===== src/rtl/cpu_seq_ctrl.sv =====
// Instruction sequencer for the 24-bit CPU: PC, fetch handshake, decode,
// ALU dispatch, conditional branches and a small hardware return stack.
module cpu_seq_ctrl #(
  parameter int                ADDR_W      = 12,
  parameter int                DATA_W      = 24,
  parameter int                STACK_DEPTH = 4,
  parameter logic [ADDR_W-1:0] RESET_PC    = '0
) (
  input  logic              clk,
  input  logic              rst,
  input  logic              run,
  output logic              mem_req,
  output logic [ADDR_W-1:0] mem_addr,
  input  logic [DATA_W-1:0] mem_rdata,
  input  logic              mem_ready,
  output logic [DATA_W-1:0] ir,
  output logic [ADDR_W-1:0] pc,
  output logic              alu_start,
  input  logic              alu_done,
  input  logic [3:0]        ccr_in,
  output logic              busy,
  output logic              err
);

  localparam int OPC_W = DATA_W - ADDR_W;
  localparam int SP_W  = $clog2(STACK_DEPTH + 1);
  localparam int IDX_W = (STACK_DEPTH > 1) ? $clog2(STACK_DEPTH) : 1;

  localparam logic [2:0] S_IDLE   = 3'd0;
  localparam logic [2:0] S_FETCH  = 3'd1;
  localparam logic [2:0] S_DECODE = 3'd2;
  localparam logic [2:0] S_EXEC   = 3'd3;
  localparam logic [2:0] S_BRANCH = 3'd4;
  localparam logic [2:0] S_ERROR  = 3'd5;

  localparam logic [OPC_W-1:0] OP_JMP = OPC_W'(32'h800);
  localparam logic [OPC_W-1:0] OP_JZE = OPC_W'(32'h801);
  localparam logic [OPC_W-1:0] OP_JNE = OPC_W'(32'h802);
  localparam logic [OPC_W-1:0] OP_JCY = OPC_W'(32'h803);
  localparam logic [OPC_W-1:0] OP_RET = OPC_W'(32'h804);
  localparam logic [OPC_W-1:0] OP_BSR = OPC_W'(32'h805);

  localparam logic [ADDR_W-1:0] ADDR_ONE = ADDR_W'(1);
  localparam logic [SP_W-1:0]   SP_ONE   = SP_W'(1);
  localparam logic [SP_W-1:0]   SP_FULL  = SP_W'(STACK_DEPTH);

  logic [2:0]        state;
  logic              flag_n;
  logic              flag_z;
  logic              flag_cy;
  logic [SP_W-1:0]   sp;
  logic [ADDR_W-1:0] stack [STACK_DEPTH];

  logic [OPC_W-1:0]  opcode;
  logic [ADDR_W-1:0] operand;
  logic [ADDR_W-1:0] pc_inc;
  logic [ADDR_W-1:0] pc_rel;
  logic [IDX_W-1:0]  push_idx;
  logic [IDX_W-1:0]  pop_idx;
  logic [2:0]        boundary;
  logic              unused_ccr;

  assign opcode     = ir[DATA_W-1:ADDR_W];
  assign operand    = ir[ADDR_W-1:0];
  assign pc_inc     = pc + ADDR_ONE;
  assign pc_rel     = pc + operand;
  assign push_idx   = IDX_W'(sp);
  assign pop_idx    = IDX_W'(sp - SP_ONE);
  assign boundary   = run ? S_FETCH : S_IDLE;
  assign unused_ccr = ccr_in[1];

  assign mem_req  = (state == S_FETCH);
  assign mem_addr = pc;
  assign busy     = (state != S_IDLE);
  assign err      = (state == S_ERROR);

  // run is only consulted at the instruction boundary, so a running op always completes
  always_ff @(posedge clk) begin
    if (rst) begin
      state     <= S_IDLE;
      pc        <= RESET_PC;
      ir        <= '0;
      flag_n    <= 1'b0;
      flag_z    <= 1'b0;
      flag_cy   <= 1'b0;
      sp        <= '0;
      alu_start <= 1'b0;
    end else begin
      alu_start <= 1'b0;
      case (state)
        S_IDLE: begin
          if (run) state <= S_FETCH;
        end
        S_FETCH: begin
          if (mem_ready) begin
            ir    <= mem_rdata;
            state <= S_DECODE;
          end
        end
        S_DECODE: begin
          if (!opcode[OPC_W-1]) begin
            state     <= S_EXEC;
            alu_start <= 1'b1;
          end else begin
            state <= S_BRANCH;
          end
        end
        S_EXEC: begin
          if (alu_done) begin
            flag_n  <= ccr_in[3];
            flag_z  <= ccr_in[2];
            flag_cy <= ccr_in[0];
            pc      <= pc_inc;
            state   <= boundary;
          end
        end
        // Branch conditions read the flags latched at the last alu_done
        S_BRANCH: begin
          state <= boundary;
          case (opcode)
            OP_JMP: pc <= operand;
            OP_JZE: pc <= flag_z  ? operand : pc_inc;
            OP_JNE: pc <= flag_n  ? operand : pc_inc;
            OP_JCY: pc <= flag_cy ? operand : pc_inc;
            OP_RET: begin
              if (sp == '0) begin
                state <= S_ERROR;
              end else begin
                pc <= stack[pop_idx];
                sp <= sp - SP_ONE;
              end
            end
            OP_BSR: begin
              if (sp == SP_FULL) begin
                state <= S_ERROR;
              end else begin
                stack[push_idx] <= pc_inc;
                sp              <= sp + SP_ONE;
                pc              <= pc_rel;
              end
            end
            default: pc <= pc_inc;
          endcase
        end
        S_ERROR: state <= S_ERROR;
        default: state <= S_IDLE;
      endcase
    end
  end

endmodule

===== config.mk =====
export PLATFORM = sky130hd
export DESIGN_NAME = cpu_seq_ctrl
export DESIGN_NICKNAME = d
export VERILOG_FILES = /design/src/rtl/cpu_seq_ctrl.sv
export SDC_FILE = /design/constraint.sdc
export NUM_CORES = 1
export LEC_CHECK = 0
export CAP_MARGIN = 20
export CORE_MARGIN = 2
export CORE_UTILIZATION = 54
export CTS_CLUSTER_DIAMETER = 40
export DETAILED_ROUTE_END_ITERATION = 10
export GPL_TIMING_DRIVEN = 0
export PLACE_DENSITY = 0.81
export SLEW_MARGIN = 10
export SYNTH_ARGS = -nofsm -noshare
export SYNTH_HDL_FRONTEND = slang
export SYNTH_SLANG_ARGS = --single-unit

===== constraint.sdc =====
create_clock -name clk -period 2.9 [get_ports clk]
set_input_delay 0.58 -clock clk [delete_from_list [all_inputs] [get_ports clk]]
set_output_delay 0.58 -clock clk [all_outputs]
set_load 0.005 [all_outputs]

==> flow_summary_export.csv <==
group,metric,value,unit
critical_path,cpLargestDelayFamily,"simple AND/OR/NAND/NOR gates",
clock_network,tritoncts,"done",
floorplan,initial_utilization,55.2,%
place,pre_cts_ws,-0.461,ns
logic_synthesis,synth-seq-cells,94,
layout,final_nets,645,
timing,final.period_utilization,97.3,%
clock_network,cts_setup_buffers,0,
timing,fin_worst_skew,0.0118,ns
hold_path,hp-start,"ir[17]$_SDFFE_PP0P_",
global_route,pin_count_of_the_biggest_net_entering_global_routing,19,
timing,finalWorstPathRequiredPeriod,2.82,ns
timing,max-slew-margin-rel,31.9,%
logic_synthesis,synth_async_sr_flop_share,0,%
logic_synthesis,synthesis.area_per_instance,10.1,sq um
critical_path,endpoint_kind,"flip-flop",
critical_path,crit_chain,"nor4b_4 -> and3_2 -> buf_2 -> nand3_1 -> a2111oi_4 -> and2_2",
logic_synthesis,yosysTopAreaCell,"sky130_fd_sc_hd__edfxtp_1",
detailed_routing,postRouteWirelength,14.1,mm
global_route,grt_pass1_wl,22.0,mm
detailed_routing,total_vias_in_the_final_route,4334,
layout,final-instance-count-excl-fill,710,
critical_path,r2r-start,"ir[23]$_SDFFE_PP0P_",
critical_path,critical_path_arrival,2.86,ns
place,detailedPlacementHpwl,10.5,mm
detailed_routing,vias_per_cell,6.10,
layout,final_layout_size_suffix_gt1_share,11.5,%
clock_network,cts.hold.buffers_added,0,
clock_network,clkTransAtPathRegs,0.10,ns
critical_path,crit_fanout,12,
timing,final_hold_viol_count,0,
timing,finalWorstSetupSlack,0.0781,ns
logic_synthesis,ys_warns,0,
floorplan,core_region_area,0.00920,sq mm
clock_network,cts-htree-levels,3,
timing,slew_of_the_pin_with_the_lowest_slew_margin,1.01,ns
logic_synthesis,yosysSeqAreaShare,46.5,%
timing,setup_viol,0,
timing,grt_setup_unrepaired,"yes",
place,placed_cells_incl_taps,694,
layout,layout.cell_area.non_filler,0.00626,sq mm
hold_path,worstHoldPathType,"flip-flop to flip-flop",
power_and_ir_drop,power_density_over_the_cells,489,mW/mm^2
place,dpl_cell_area,0.00604,sq mm
power_and_ir_drop,vdd_ir_drop_max,0.301,mV
critical_path,crit_path_from,"ir[23]$_SDFFE_PP0P_",
logic_synthesis,netlist_area,0.00508,sq mm
detailed_routing,drt_first_iter_violations,275,
power_and_ir_drop,cellLeakagePower,2.28,nW
place,portBuffers,82,
layout,utilization,68.1,%
detailed_routing,first_pass_iters,7,
clock_network,clockBufferDepth,2,
critical_path,setup_crit_start_kind,"flip-flop",
critical_path,crit_path_top_delay_cell,"sky130_fd_sc_hd__dfxtp_1",
logic_synthesis,number_of_synthesized_flops_with_an_enable_pin,48,
power_and_ir_drop,power.total,3.06,mW
critical_path,cp_slowest_stage_delay,0.52,ns
clock_network,sinks_on_the_clock_net,94,
global_route,overflow,0,
clock_network,worstSkewPairLatency,0.37,ns
detailed_routing,drt_drc_violations_left,0,
floorplan,ios,85,
clock_network,cts_inserted_buffers,9,
detailed_routing,route.antenna.remaining_nets,0,
floorplan,horiz_die_dim,101,microns
global_route,number_of_antenna_violations_at_the_first_check_in_global_routing,0,
place,routabilityCongestion,0.883,
critical_path,worst-path-buf-inv,1,
logic_synthesis,post_synth_inst_count,501,
logic_synthesis,post-synth-top-area-fraction,28.4,%
detailed_routing,routed_wire_length_per_instance,19.8,microns
global_route,vias_in_the_first_global_route,4233,
logic_synthesis,netlist_top_cells_area,"sky130_fd_sc_hd__edfxtp_1 28%, sky130_fd_sc_hd__dfxtp_1 18%, sky130_fd_sc_hd__mux4_2 5.3%",
logic_synthesis,synthFlopType,"sky130_fd_sc_hd__edfxtp_1",
layout,area.growth.synth_to_final,23.2,%
floorplan,floorplan.die.height,101,microns
clock_network,root_buffer,"sky130_fd_sc_hd__clkbuf_8",
logic_synthesis,yosysUniqueCellTypes,66,
timing,slew_viols_final,0,
outcome,status,"finished, final reports clean",
timing,max_freq,354,MHz
logic_synthesis,synthesized_net_count,552,
layout,diodes,0,
critical_path,critPathRequiredTime,2.94,ns
job,maxCapViolCount,0,
floorplan,fp.dieArea,0.0102,sq mm
global_route,grtUsageTotal,28.4,%
critical_path,kind_of_critical_path,"flip-flop to flip-flop",
floorplan,floorplan.rows,35,
## kinds of logic (layout without fill, tap and decap cells)
logic type      count (synthesis)  in the layout  synth area share, %
compound gates                118            118                 15.6
xor+xnor                       14             14                 2.41
fa+ha+maj                      18             18                 4.58
buf+inv                        52            150                 5.02
flops                          94             94                 46.5
mux                            23             23                 7.51
simple gates                  182            182                 18.4
## power breakdown
| part | internal, mW | leakage [nW] | switching (mW) |
|---|---|---|---|
| Clock | 0.334 | 0.0964 | 0.529 |
| Combinational | 0.313 | 1.36 | 0.346 |
| Sequential | 1.45 | 0.824 | 0.0848 |
## Yosys cell counts (3+ instances only)
cell,n
sky130_fd_sc_hd__a211oi_1,6
sky130_fd_sc_hd__a21o_1,10
sky130_fd_sc_hd__a21oi_1,37
sky130_fd_sc_hd__a311oi_1,3
sky130_fd_sc_hd__a31oi_1,7
sky130_fd_sc_hd__and2_1,10
sky130_fd_sc_hd__and3_1,3
sky130_fd_sc_hd__buf_2,5
sky130_fd_sc_hd__buf_4,14
sky130_fd_sc_hd__clkbuf_1,13
sky130_fd_sc_hd__dfxtp_1,46
sky130_fd_sc_hd__edfxtp_1,48
sky130_fd_sc_hd__ha_1,17
sky130_fd_sc_hd__inv_1,18
sky130_fd_sc_hd__mux2i_1,10
sky130_fd_sc_hd__mux4_2,12
sky130_fd_sc_hd__nand2_1,68
sky130_fd_sc_hd__nand2b_1,4
sky130_fd_sc_hd__nand3_1,19
sky130_fd_sc_hd__nand4_1,4
sky130_fd_sc_hd__nor2_1,25
sky130_fd_sc_hd__nor2b_1,11
sky130_fd_sc_hd__nor3_1,9
sky130_fd_sc_hd__nor4_1,4
sky130_fd_sc_hd__o211ai_1,5
sky130_fd_sc_hd__o21ai_0,18
sky130_fd_sc_hd__o2bb2ai_1,5
sky130_fd_sc_hd__or3_1,6
sky130_fd_sc_hd__xnor2_1,9
sky130_fd_sc_hd__xor2_1,5
## timing repair
item,CTS,global route
endpoints found under the setup margin,57,54
resized for setup,6,6
gates cloned,0,0
## tightest hold or removal path, cell delays in order (launching register included)
cell and delay, ns:
sky130_fd_sc_hd__dfxtp_1 0.35, sky130_fd_sc_hd__nand2_1 0.06, sky130_fd_sc_hd__a21oi_1 0.05
## cell type report
type                       instances  area, sq um
buffer                            34          194
clock buffer                       9          124
clock inverter                     7         68.8
fill                             751         2940
inverter                          18         67.6
multi-input combinational        355         2480
sequential                        94         2360
tap                              111          139
timing repair buffer              82          821
## cells in the final DEF, fill, tap and decap left out, drive strengths merged, types with 4 or more instances in the layout
master,Yosys,final
nor3,11,11
a21o,10,10
and2,10,10
nor2b,11,11
mux4,12,12
o21ai,19,19
clkdlybuf4s50,0,82
nand3,19,19
or3,6,6
a31oi,7,7
a211oi,7,7
o2bb2ai,5,5
nand4,5,5
xnor2,9,9
nand2,68,68
and3,4,4
edfxtp,48,48
buf,20,20
inv,18,21
a21oi,37,37
mux2i,10,10
nor2,26,26
clkbuf,14,23
nand2b,4,4
o211ai,5,5
dfxtp,46,46
nor4,4,4
xor2,5,5
ha,17,17
## sequential cells by signal, indices dropped and copies added (netlist names)
name,count
mem_addr,12
flag_cy,1
state,3
flag_z,1
sp,3
stack,48
flag_n,1
alu_start,1
ir,24
## through the flow
stage	setup TNS, ns	hold WS [ns]
after floorplan	0	0.463
after global placement	-11.69	0.469
after detailed placement	-12.40	0.484
after CTS	-0.169	0.500
after global routing	-1.08	0.523
final	0	0.498
## worst paths after layout
kind                                end  slack, ns  cells after the start
setup / recovery  stack[3][6]$_DFFE_PP_       0.08                      6
hold / removal      ir[17]$_SDFFE_PP0P_       0.50                      2
setup reg to reg  stack[3][6]$_DFFE_PP_       0.08                      6
hold reg to reg     ir[17]$_SDFFE_PP0P_       0.50                      2
## layer usage
metal	share of wire, %	GRT usage, %	routed length, microns	vias up
met3	6.6	4.23	923	21
met5	0	0	0	-
met2	48	47.2	6810	185
met4	1.8	8.00	255	0
met1	43	38.8	6080	2093
li1	-	-	-	2035
Power figures use the tool's default switching activity.
